$ cat src/rtl/vpg_pkg.sv
// Shared types for the VPG mode sequencer: FSM state encoding, mode codes
// (mirroring vpg.h) and counter sizing helpers.
package vpg_pkg;

    typedef enum logic [2:0] {
        ST_IDLE        = 3'd0,
        ST_BLANK       = 3'd1,
        ST_REQ         = 3'd2,
        ST_WAIT_UNLOCK = 3'd3,
        ST_WAIT_LOCK   = 3'd4,
        ST_UNBLANK     = 3'd5,
        ST_FAIL        = 3'd6
    } vpg_state_t;

    localparam logic [3:0] VGA_640x480p60 = 4'd0;
    localparam logic [3:0] MODE_720x480   = 4'd1;
    localparam logic [3:0] MODE_1024x768  = 4'd2;
    localparam logic [3:0] MODE_1280x1024 = 4'd3;
    localparam logic [3:0] MODE_1920x1080 = 4'd4;
    localparam logic [3:0] MODE_1440x900  = 4'd5;

    // Enough bits to hold max_val with one bit of headroom for saturation.
    function automatic int unsigned cnt_width(input int unsigned max_val);
        return $clog2(max_val) + 1;
    endfunction

    function automatic int unsigned max3(input int unsigned a, input int unsigned b,
                                         input int unsigned c);
        int unsigned m;
        m = (a > b) ? a : b;
        return (m > c) ? m : c;
    endfunction

endpackage

$ cat src/rtl/vpg_lock_monitor.sv
// Synchronises the asynchronous pixel-PLL lock and qualifies it: lock_ok is
// high on the LOCK_STABLE-th consecutive synchronised-locked cycle.
module vpg_lock_monitor
    import vpg_pkg::*;
#(
    parameter int unsigned LOCK_STABLE = 1024
) (
    input  logic clk,
    input  logic reset,
    input  logic pll_locked,
    input  logic clear,
    output logic locked_s,
    output logic lock_ok
);

    localparam int unsigned SW = cnt_width(LOCK_STABLE);

    logic          sync_q;
    logic [SW-1:0] stable_cnt;

    always_ff @(posedge clk) begin
        if (reset) begin
            sync_q     <= 1'b0;
            locked_s   <= 1'b0;
            stable_cnt <= '0;
        end else begin
            sync_q   <= pll_locked;
            locked_s <= sync_q;
            // Count prior consecutive locked cycles; saturates one short of the goal.
            if (clear || !locked_s)
                stable_cnt <= '0;
            else if (stable_cnt != SW'(LOCK_STABLE - 1))
                stable_cnt <= stable_cnt + SW'(1);
        end
    end

    assign lock_ok = locked_s && (stable_cnt == SW'(LOCK_STABLE - 1));

endmodule

$ cat src/rtl/vpg_mode_sequencer.sv
// Sequences VPG mode changes: blank, pulse mode_change to the PLL controller,
// wait for relock with retry/safe-mode fallback, unblank.
// Optional one-entry request buffer: define VPG_MODE_SEQ_QUEUE_EN.
module vpg_mode_sequencer
    import vpg_pkg::*;
#(
    parameter int unsigned BLANK_CYCLES   = 1000000,
    parameter int unsigned UNLOCK_TIMEOUT = 5000,
    parameter int unsigned LOCK_TIMEOUT   = 2500000,
    parameter int unsigned LOCK_STABLE    = 1024,
    parameter int unsigned MAX_RETRY      = 2,
    parameter logic [3:0]  RESET_MODE     = VGA_640x480p60,
    parameter logic [3:0]  SAFE_MODE      = VGA_640x480p60
) (
    input  logic       clk,
    input  logic       reset,
    input  logic [3:0] req_mode,
    input  logic       req_valid,
    output logic       req_ready,
    input  logic       pll_locked,
    output logic [3:0] mode,
    output logic       mode_change,
    output logic       vpg_blank,
    output logic       busy,
    output logic       done,
    output logic       err,
    output vpg_state_t state_dbg
);

    // Handshake: a request transfers on a rising edge with req_valid & req_ready;
    // req_valid and req_mode stay stable until then. req_ready never depends on req_valid.

    localparam int unsigned TW = cnt_width(max3(BLANK_CYCLES, UNLOCK_TIMEOUT, LOCK_TIMEOUT));
    localparam int unsigned RW = cnt_width(MAX_RETRY);

    vpg_state_t    state, state_n;
    logic [TW-1:0] timer;
    logic [3:0]    target, target_n, mode_n;
    logic [RW-1:0] retry, retry_n;
    logic          fallback, fallback_n, err_n;
    logic          same_done, same_done_n;
    logic          locked_s, lock_ok;
    logic          idle_like, req_take;
    logic [3:0]    take_mode;

    assign idle_like = (state == ST_IDLE) || (state == ST_FAIL);

`ifdef VPG_MODE_SEQ_QUEUE_EN
    logic       pend_valid;
    logic [3:0] pend_mode;

    assign req_ready = !pend_valid;
    assign req_take  = idle_like && (pend_valid || req_valid);
    assign take_mode = pend_valid ? pend_mode : req_mode;

    always_ff @(posedge clk) begin
        if (reset) begin
            pend_valid <= 1'b0;
            pend_mode  <= '0;
        end else if (pend_valid && idle_like) begin
            pend_valid <= 1'b0;
        end else if (req_valid && !pend_valid && !idle_like) begin
            pend_valid <= 1'b1;
            pend_mode  <= req_mode;
        end
    end
`else
    assign req_ready = idle_like;
    assign req_take  = idle_like && req_valid;
    assign take_mode = req_mode;
`endif

    vpg_lock_monitor #(.LOCK_STABLE(LOCK_STABLE)) u_lock (
        .clk        (clk),
        .reset      (reset),
        .pll_locked (pll_locked),
        .clear      (state != ST_WAIT_LOCK),
        .locked_s   (locked_s),
        .lock_ok    (lock_ok)
    );

    always_comb begin
        state_n     = state;
        target_n    = target;
        retry_n     = retry;
        fallback_n  = fallback;
        err_n       = err;
        mode_n      = mode;
        same_done_n = 1'b0;
        case (state)
            ST_IDLE: begin
                if (req_take && take_mode != mode) begin
                    target_n   = take_mode;
                    retry_n    = '0;
                    fallback_n = 1'b0;
                    state_n    = ST_BLANK;
                end else begin
                    same_done_n = req_take;
                    // Lock loss re-enters the relock path for the mode already in use.
                    if (!locked_s) begin
                        target_n = mode;
                        retry_n  = '0;
                        state_n  = ST_WAIT_LOCK;
                    end
                end
            end
            ST_BLANK: if (timer == TW'(BLANK_CYCLES - 1)) state_n = ST_REQ;
            ST_REQ: begin
                mode_n  = target;
                state_n = ST_WAIT_UNLOCK;
            end
            ST_WAIT_UNLOCK: begin
                if (!locked_s || timer == TW'(UNLOCK_TIMEOUT - 1)) state_n = ST_WAIT_LOCK;
            end
            ST_WAIT_LOCK: begin
                if (lock_ok) begin
                    state_n = ST_UNBLANK;
                end else if (timer == TW'(LOCK_TIMEOUT - 1)) begin
                    if (retry < RW'(MAX_RETRY)) begin
                        retry_n = retry + RW'(1);
                        state_n = ST_REQ;
                    end else if (target != SAFE_MODE) begin
                        target_n   = SAFE_MODE;
                        err_n      = 1'b1;
                        fallback_n = 1'b1;
                        retry_n    = '0;
                        state_n    = ST_REQ;
                    end else begin
                        err_n   = 1'b1;
                        state_n = ST_FAIL;
                    end
                end
            end
            ST_UNBLANK: begin
                if (!fallback) err_n = 1'b0;
                state_n = ST_IDLE;
            end
            ST_FAIL: begin
                err_n = 1'b1;
                if (req_take) begin
                    target_n   = take_mode;
                    retry_n    = '0;
                    fallback_n = 1'b0;
                    state_n    = ST_BLANK;
                end
            end
            default: state_n = ST_IDLE;
        endcase
    end

    always_ff @(posedge clk) begin
        if (reset) begin
            state       <= ST_WAIT_LOCK;
            timer       <= '0;
            target      <= RESET_MODE;
            retry       <= '0;
            fallback    <= 1'b0;
            err         <= 1'b0;
            mode        <= RESET_MODE;
            mode_change <= 1'b0;
            same_done   <= 1'b0;
        end else begin
            state       <= state_n;
            // Timer restarts on every state change so each timeout counts from entry.
            timer       <= (state_n != state) ? '0 : ((timer == '1) ? timer : timer + TW'(1));
            target      <= target_n;
            retry       <= retry_n;
            fallback    <= fallback_n;
            err         <= err_n;
            mode        <= mode_n;
            mode_change <= (state == ST_REQ);
            same_done   <= same_done_n;
        end
    end

    assign vpg_blank = !((state == ST_IDLE) || (state == ST_UNBLANK));
    assign busy      = !idle_like;
    assign done      = same_done || (state == ST_UNBLANK);
    assign state_dbg = state;

endmodule

$ cat config.mk
export PLATFORM = sky130hd
export DESIGN_NAME = vpg_mode_sequencer
export DESIGN_NICKNAME = d
export VERILOG_FILES = /design/src/rtl/vpg_pkg.sv /design/src/rtl/vpg_lock_monitor.sv /design/src/rtl/vpg_mode_sequencer.sv
export SDC_FILE = /design/constraint.sdc
export NUM_CORES = 1
export LEC_CHECK = 0
export CAP_MARGIN = 0
export CORE_MARGIN = 2
export CORE_UTILIZATION = 50
export DETAILED_ROUTE_END_ITERATION = 16
export PLACE_DENSITY = 0.78
export SYNTH_ARGS = -nofsm -noshare
export SYNTH_HDL_FRONTEND = slang
export SYNTH_HIERARCHICAL = 1
export SYNTH_SLANG_ARGS = --single-unit
$ cat constraint.sdc
create_clock -name clk -period 3.9 [get_ports clk]
set_input_delay 0.39 -clock clk [delete_from_list [all_inputs] [get_ports clk]]
set_output_delay 0.39 -clock clk [all_outputs]
set_load 0.01 [all_outputs]
Word-level counts from Yosys, hierarchy flattened
Cells that the tools add are included.
{ "totals": {"register_bits": 53, "in_bits": 8, "out_inout_bits": 13, "elab_cells": 101} }
{ "op_classes": {"n_addsub": 3, "magnitude_cmp": 1, "n_eq_ne": 24, "mux": 38, "n_bitwise": 1, "n_reduce_logical": 22} }
{ "op_table": {"columns": ["operator", "count"], "rows": [
  ["two-way mux 4 bit", 7],
  ["two-way mux 3 bit", 9],
  ["adder 23 x 1 -> 23 bit, second input constant", 1],
  ["== test 23 x 13 -> 1 bit, second input constant", 1],
  ["== test 23 x 20 -> 1 bit, second input constant", 1],
  ["== test 23 x 22 -> 1 bit, second input constant", 1],
  ["== test 23 bit, second input constant", 1],
  ["case mux 3 bit (6 select lines)", 1],
  ["two-way mux 2 bit", 7],
  ["AND reduction 7 bit", 2],
  ["inequality test 2 bit, second input constant", 6],
  ["case mux 4 bit (3 select lines)", 1],
  ["adder 11 x 1 -> 11 bit, second input constant", 1],
  ["== test 11 x 10 -> 1 bit, second input constant", 1],
  ["inequality test 11 x 10 -> 1 bit, second input constant", 1],
  ["two-way mux 1 bit", 10],
  ["== test 3 bit, second input constant", 3],
  ["inequality test 3 bit, second input constant", 3],
  ["== test 3 x 2 -> 1 bit, second input constant", 2],
  ["case mux 1 bit (3 select lines)", 2],
  ["case mux 2 bit (3 select lines)", 1],
  ["AND reduction 6 bit", 1],
  ["nonzero test 3 bit", 2],
  ["logical OR 1 bit", 5],
  ["14 further kinds", 19]
]} }

Logic depth before layout (Yosys ltp)
{ "logic_depth": {"word_depth": 8, "mapped_depth": 11, "depth_no_buf": 10} }

Cells and area by module
The synthesis kept the hierarchy.
{ "by_module_without_submodules": {"columns": ["module", "instances", "cells_each", "area_per_inst_um2", "seq_area_each_um2"], "rows": [
  ["vpg_mode_sequencer", 1, 330, 2611.3, 800.8],
  ["vpg_lock_monitor", 1, 64, 586.8, 260.2]
]} }

Least setup slack after synthesis
Ideal clock, no wire load.
{ "synth_path": {"kind": "reg-to-reg", "from": "register u_lock.stable_cnt[0]", "to": "register timer[0]", "setup_time_ns": 0.073, "arrival_time_ns": 2.319, "required_ns": 3.827, "slack_ns": 1.508, "stages_incl_launch_ff": 11, "n_path_buf": 1, "synth_period_minus_slack_ns": 2.392, "path_cell_list": "dfxtp_1 > ha_1 > nand3_2 > nor4_4 > and2_2 > nor2b_1 > a21oi_1 > o2111ai_1 > nand3_2 > buf_6 > nor3_2"} }
{ "synth_between": {"elab_chain_cells": 6} }
{ "synth_rtl": {"columns": ["element", "line", "text"], "rows": [
  ["start, declared", "vpg_lock_monitor.sv:19", "logic [SW-1:0] stable_cnt;"],
  ["start signal, assigned", "vpg_lock_monitor.sv:33", "stable_cnt <= stable_cnt + SW'(1);"],
  ["== test 11 x 10 -> 1 bit", "vpg_lock_monitor.sv:37", "assign lock_ok = locked_s && (stable_cnt == SW'(LOCK_STABLE - 1));"],
  ["logical AND 1 bit", "vpg_lock_monitor.sv:37", null],
  ["via lock_ok", "vpg_mode_sequencer.sv:42", "logic locked_s, lock_ok;"],
  ["two-way mux 3 bit", "vpg_mode_sequencer.sv:116", "if (lock_ok) begin"],
  ["case mux 3 bit (6 select lines)", "vpg_mode_sequencer.sv:90", "case (state)"],
  ["inequality test 3 bit", "vpg_mode_sequencer.sv:165", "timer <= (state_n != state) ? '0 : ((timer == '1) ? timer : timer + TW'(1));"],
  ["OR reduction 2 bit (no source line)", null, null],
  ["end signal, assigned", "vpg_mode_sequencer.sv:165", null],
  ["end, declared", "vpg_mode_sequencer.sv:37", "logic [TW-1:0] timer;"]
]} }
The timed path passes the listed nets, and every way through them passes these cells.
A chain may end at the register's enable or synchronous reset.

Worst setup path in the final report
{ "layout_path": {"from": "register u_lock.stable_cnt[0]", "to": "register timer[2]"} }
The elaborated chain is that of the path after synthesis.

==> flow_summary.json <==
{
  "status": "complete, no violations",
  "antenna_found_initial": 0,
  "clockBufferDepth": 2,
  "portBuffers": 20,
  "synth_area_leaders": "dfxtp_1 (33%), nand2_1 (6.1%), a21oi_1 (4.4%), xor2_1 (4.4%), nor3_1 (3.9%)",
  "ys_async_sr_fraction": 0,
  "synthesis.area_sq_um": 3200,
  "period_share": 0.758,
  "path_max_fanout": 16,
  "clkTransAtPathRegs_ns": 0.10,
  "grt_max_degree": 29,
  "grt_overflow": 0,
  "ios": 21,
  "fin_ws_ns": 0.943,
  "worst_ep_arrival_time_ns": 3.17,
  "cts_hold_buffers": 0,
  "post_cts.repair.setup_buffers": 0,
  "finalInstanceArea_sq_um": 3520,
  "yosysMostFrequentCell": "dfxtp_1",
  "synth_flop_cell": "dfxtp_1",
  "fmax_ghz": 0.338,
  "core-area_sq_um": 6280,
  "first_global_vias": 2798,
  "synth_mux_area_frac": 0.0156,
  "ir_drop_mv": 0.244,
  "place_inst": 476,
  "yosys.area_share.xor_xnor": 0.0493,
  "synthAdderAreaFrac": 0.00782,
  "setup_viol": 0,
  "crit_required_ns": 4.12,
  "via_per_inst": 6.25,
  "cts_root_buf": "clkbuf_8",
  "tightestPinTransition_ns": 0.823,
  "n_fill_cell": 610,
  "fin_util": 0.561,
  "synth_top_family_by_area": "simple AND/OR/NAND/NOR gates",
  "cp-end-kind": "flip-flop",
  "yosysSeqAreaShare": 0.332,
  "die_y_microns": 84.0,
  "wl_per_cell_microns": 15.6,
  "cts_buffers": 5,
  "drt-pass1-iter-count": 5,
  "vias": 3025,
  "reg2regPathDepth": 9,
  "antenna_left": 0,
  "rsz0062_at_grt": "false",
  "die_x_microns": 84.0,
  "area_growth_syn_to_layout_pct": 10.2,
  "grt_first_pass_wirelength_microns": 12900,
  "worstSetupPathType": "flip-flop to flip-flop",
  "drive_gt1_frac": 0.108,
  "grt_usage": 0.219,
  "clkLatencyLatePin_ns": 0.31,
  "syn_nets": 404,
  "leakage_nw": 1.23,
  "hold_viol": 0,
  "htreeDepth": 2,
  "worstSetupStartpointType": "flip-flop",
  "routed_wl_microns": 7550,
  "synth_top_cell_by_area": "dfxtp_1",
  "syn_inst": 394,
  "cts_sinks": 53,
  "pre_cts_ws_ns": 0.939,
  "drtIter0Drc": 156,
  "cts_tree": "built",
  "finalSetupTns_ns": 0,
  "start_util": 0.509,
  "finClkSkew_ns": 0.00560,
  "slew_violations": 0,
  "min_period_ns": 2.96,
  "hp-class": "flip-flop to flip-flop",
  "cap_violations": 0,
  "slew_headroom": 0.450,
  "holdPathStages": 2,
  "synth_edf_count": 0,
  "yosys.area_share.simple": 0.347,
  "syn_avg_cell_area_sq_um": 8.12,
  "std_cell_rows": 29,
  "nNetsFinal": 416,
  "ys_warn_count": 6,
  "place_area_sq_um": 3430,
  "yosysUniqueCellTypes": 66,
  "stdcell_count": 484,
  "num_antenna_cells": 0,
  "synth_top_area_frac": 0.332,
  "hpwl_microns": 5470,
  "cts_resized": 0,
  "die-area_sq_um": 7050,
  "synth_commonest_cells": "dfxtp_1 (53), nand2_1 (52), a21oi_1 (28)",
  "drc": 0,
  "cellPowerDensity_nw_per_um2": 258,
  "place.gp.congestion": 0.952,
  "ys_ff_latch": 53,
  "synth_compound_area_frac": 0.208
}
==> final cells by class <==
class / instances / area, sq um / area share
clock buffers: 5 / 68.8 / 0.0195
clock inverters: 3 / 21.3 / 0.00603
inverters: 11 / 41.3 / 0.0117
multi-input cells: 312 / 2010 / 0.571
flip-flops and latches: 53 / 1060 / 0.301
well taps: 77 / 96.3 / 0.0273
repair buffers: 23 / 223 / 0.0632
==> through the flow <==
step / power (W) / hold WS, ns
5_1_grt: 0.000945 / 0.491
6_report: 0.000910 / 0.453
4_1_cts: 0.000921 / 0.454
2_1_floorplan: 0.000584 / 0.414
3_3_place_gp: 0.000597 / 0.430
3_5_place_dp: 0.000598 / 0.437
==> sequential cells by signal, summed over array words and instances (netlist names), 2 cells and up <==
| signal | cells |
|---|---|
| timer | 23 |
| u_lock/stable_cnt | 11 |
| mode | 4 |
| target | 4 |
| state_dbg | 3 |
| retry | 2 |
==> cells by family after synthesis <==
family          Yosys count
fa+ha+maj                 2
mux                       5
buf+inv                  29
flops                    53
simple gates            190
compound gates           97
xor+xnor                 18
==> cell usage in the layout, fill, tap and decap left out, types with 3 or more instances in the layout <==
cell	n
a211oi_1	7
a21oi_1	28
a22o_1	3
a22oi_1	6
a31oi_1	7
and2_1	3
and3_1	6
and4_1	3
buf_4	3
clkbuf_8	5
clkdlybuf4s50_1	20
dfxtp_1	53
inv_1	10
mux2i_1	5
nand2_1	52
nand2b_1	6
nand3_1	11
nand4_1	7
nor2_1	21
nor2b_1	7
nor3_1	25
nor3_2	10
nor4_1	7
nor4_2	3
nor4b_1	4
o211ai_1	3
o21ai_0	18
o31ai_1	3
or3_1	3
xor2_1	16
==> routing by layer <==
layer | routed length, microns | vias up | GRT usage
met3 | 380 | 13 | 0.0445
met1 | 3400 | 1413 | 0.268
met2 | 3620 | 102 | 0.382
met4 | 138 | 0 | 0.0762
met5 | 0 | - | 0
li1 | - | 1497 | -
==> final timing paths <==
check / from / slack, ns / to
setup / recovery: u_lock/stable_cnt[0] / 0.94 / timer[2]
hold / removal: u_lock/stable_cnt[10] / 0.45 / u_lock/stable_cnt[10]
setup reg to reg: u_lock/stable_cnt[0] / 0.94 / timer[2]
hold reg to reg: u_lock/stable_cnt[10] / 0.45 / u_lock/stable_cnt[10]
==> worst max-delay path: stages (launching register included) <==
cell	delay [ns]
dfxtp_1	0.40
ha_1	0.23
nand3_2	0.17
nor4_4	0.52
and2_2	0.28
nor2b_1	0.17
a21oi_1	0.06
o2111ai_1	0.26
nand3_2	0.40
nor4_1	0.37
==> power breakdown <==
part | internal (W) | switching, W | total (W)
Sequential | 0.000545 | 0.00000406 | 0.000549
Combinational | 0.0000158 | 0.0000213 | 0.0000371
Clock | 0.000128 | 0.000196 | 0.000324
Total | 0.000689 | 0.000222 | 0.000910
(Power assumes the default switching activity.)
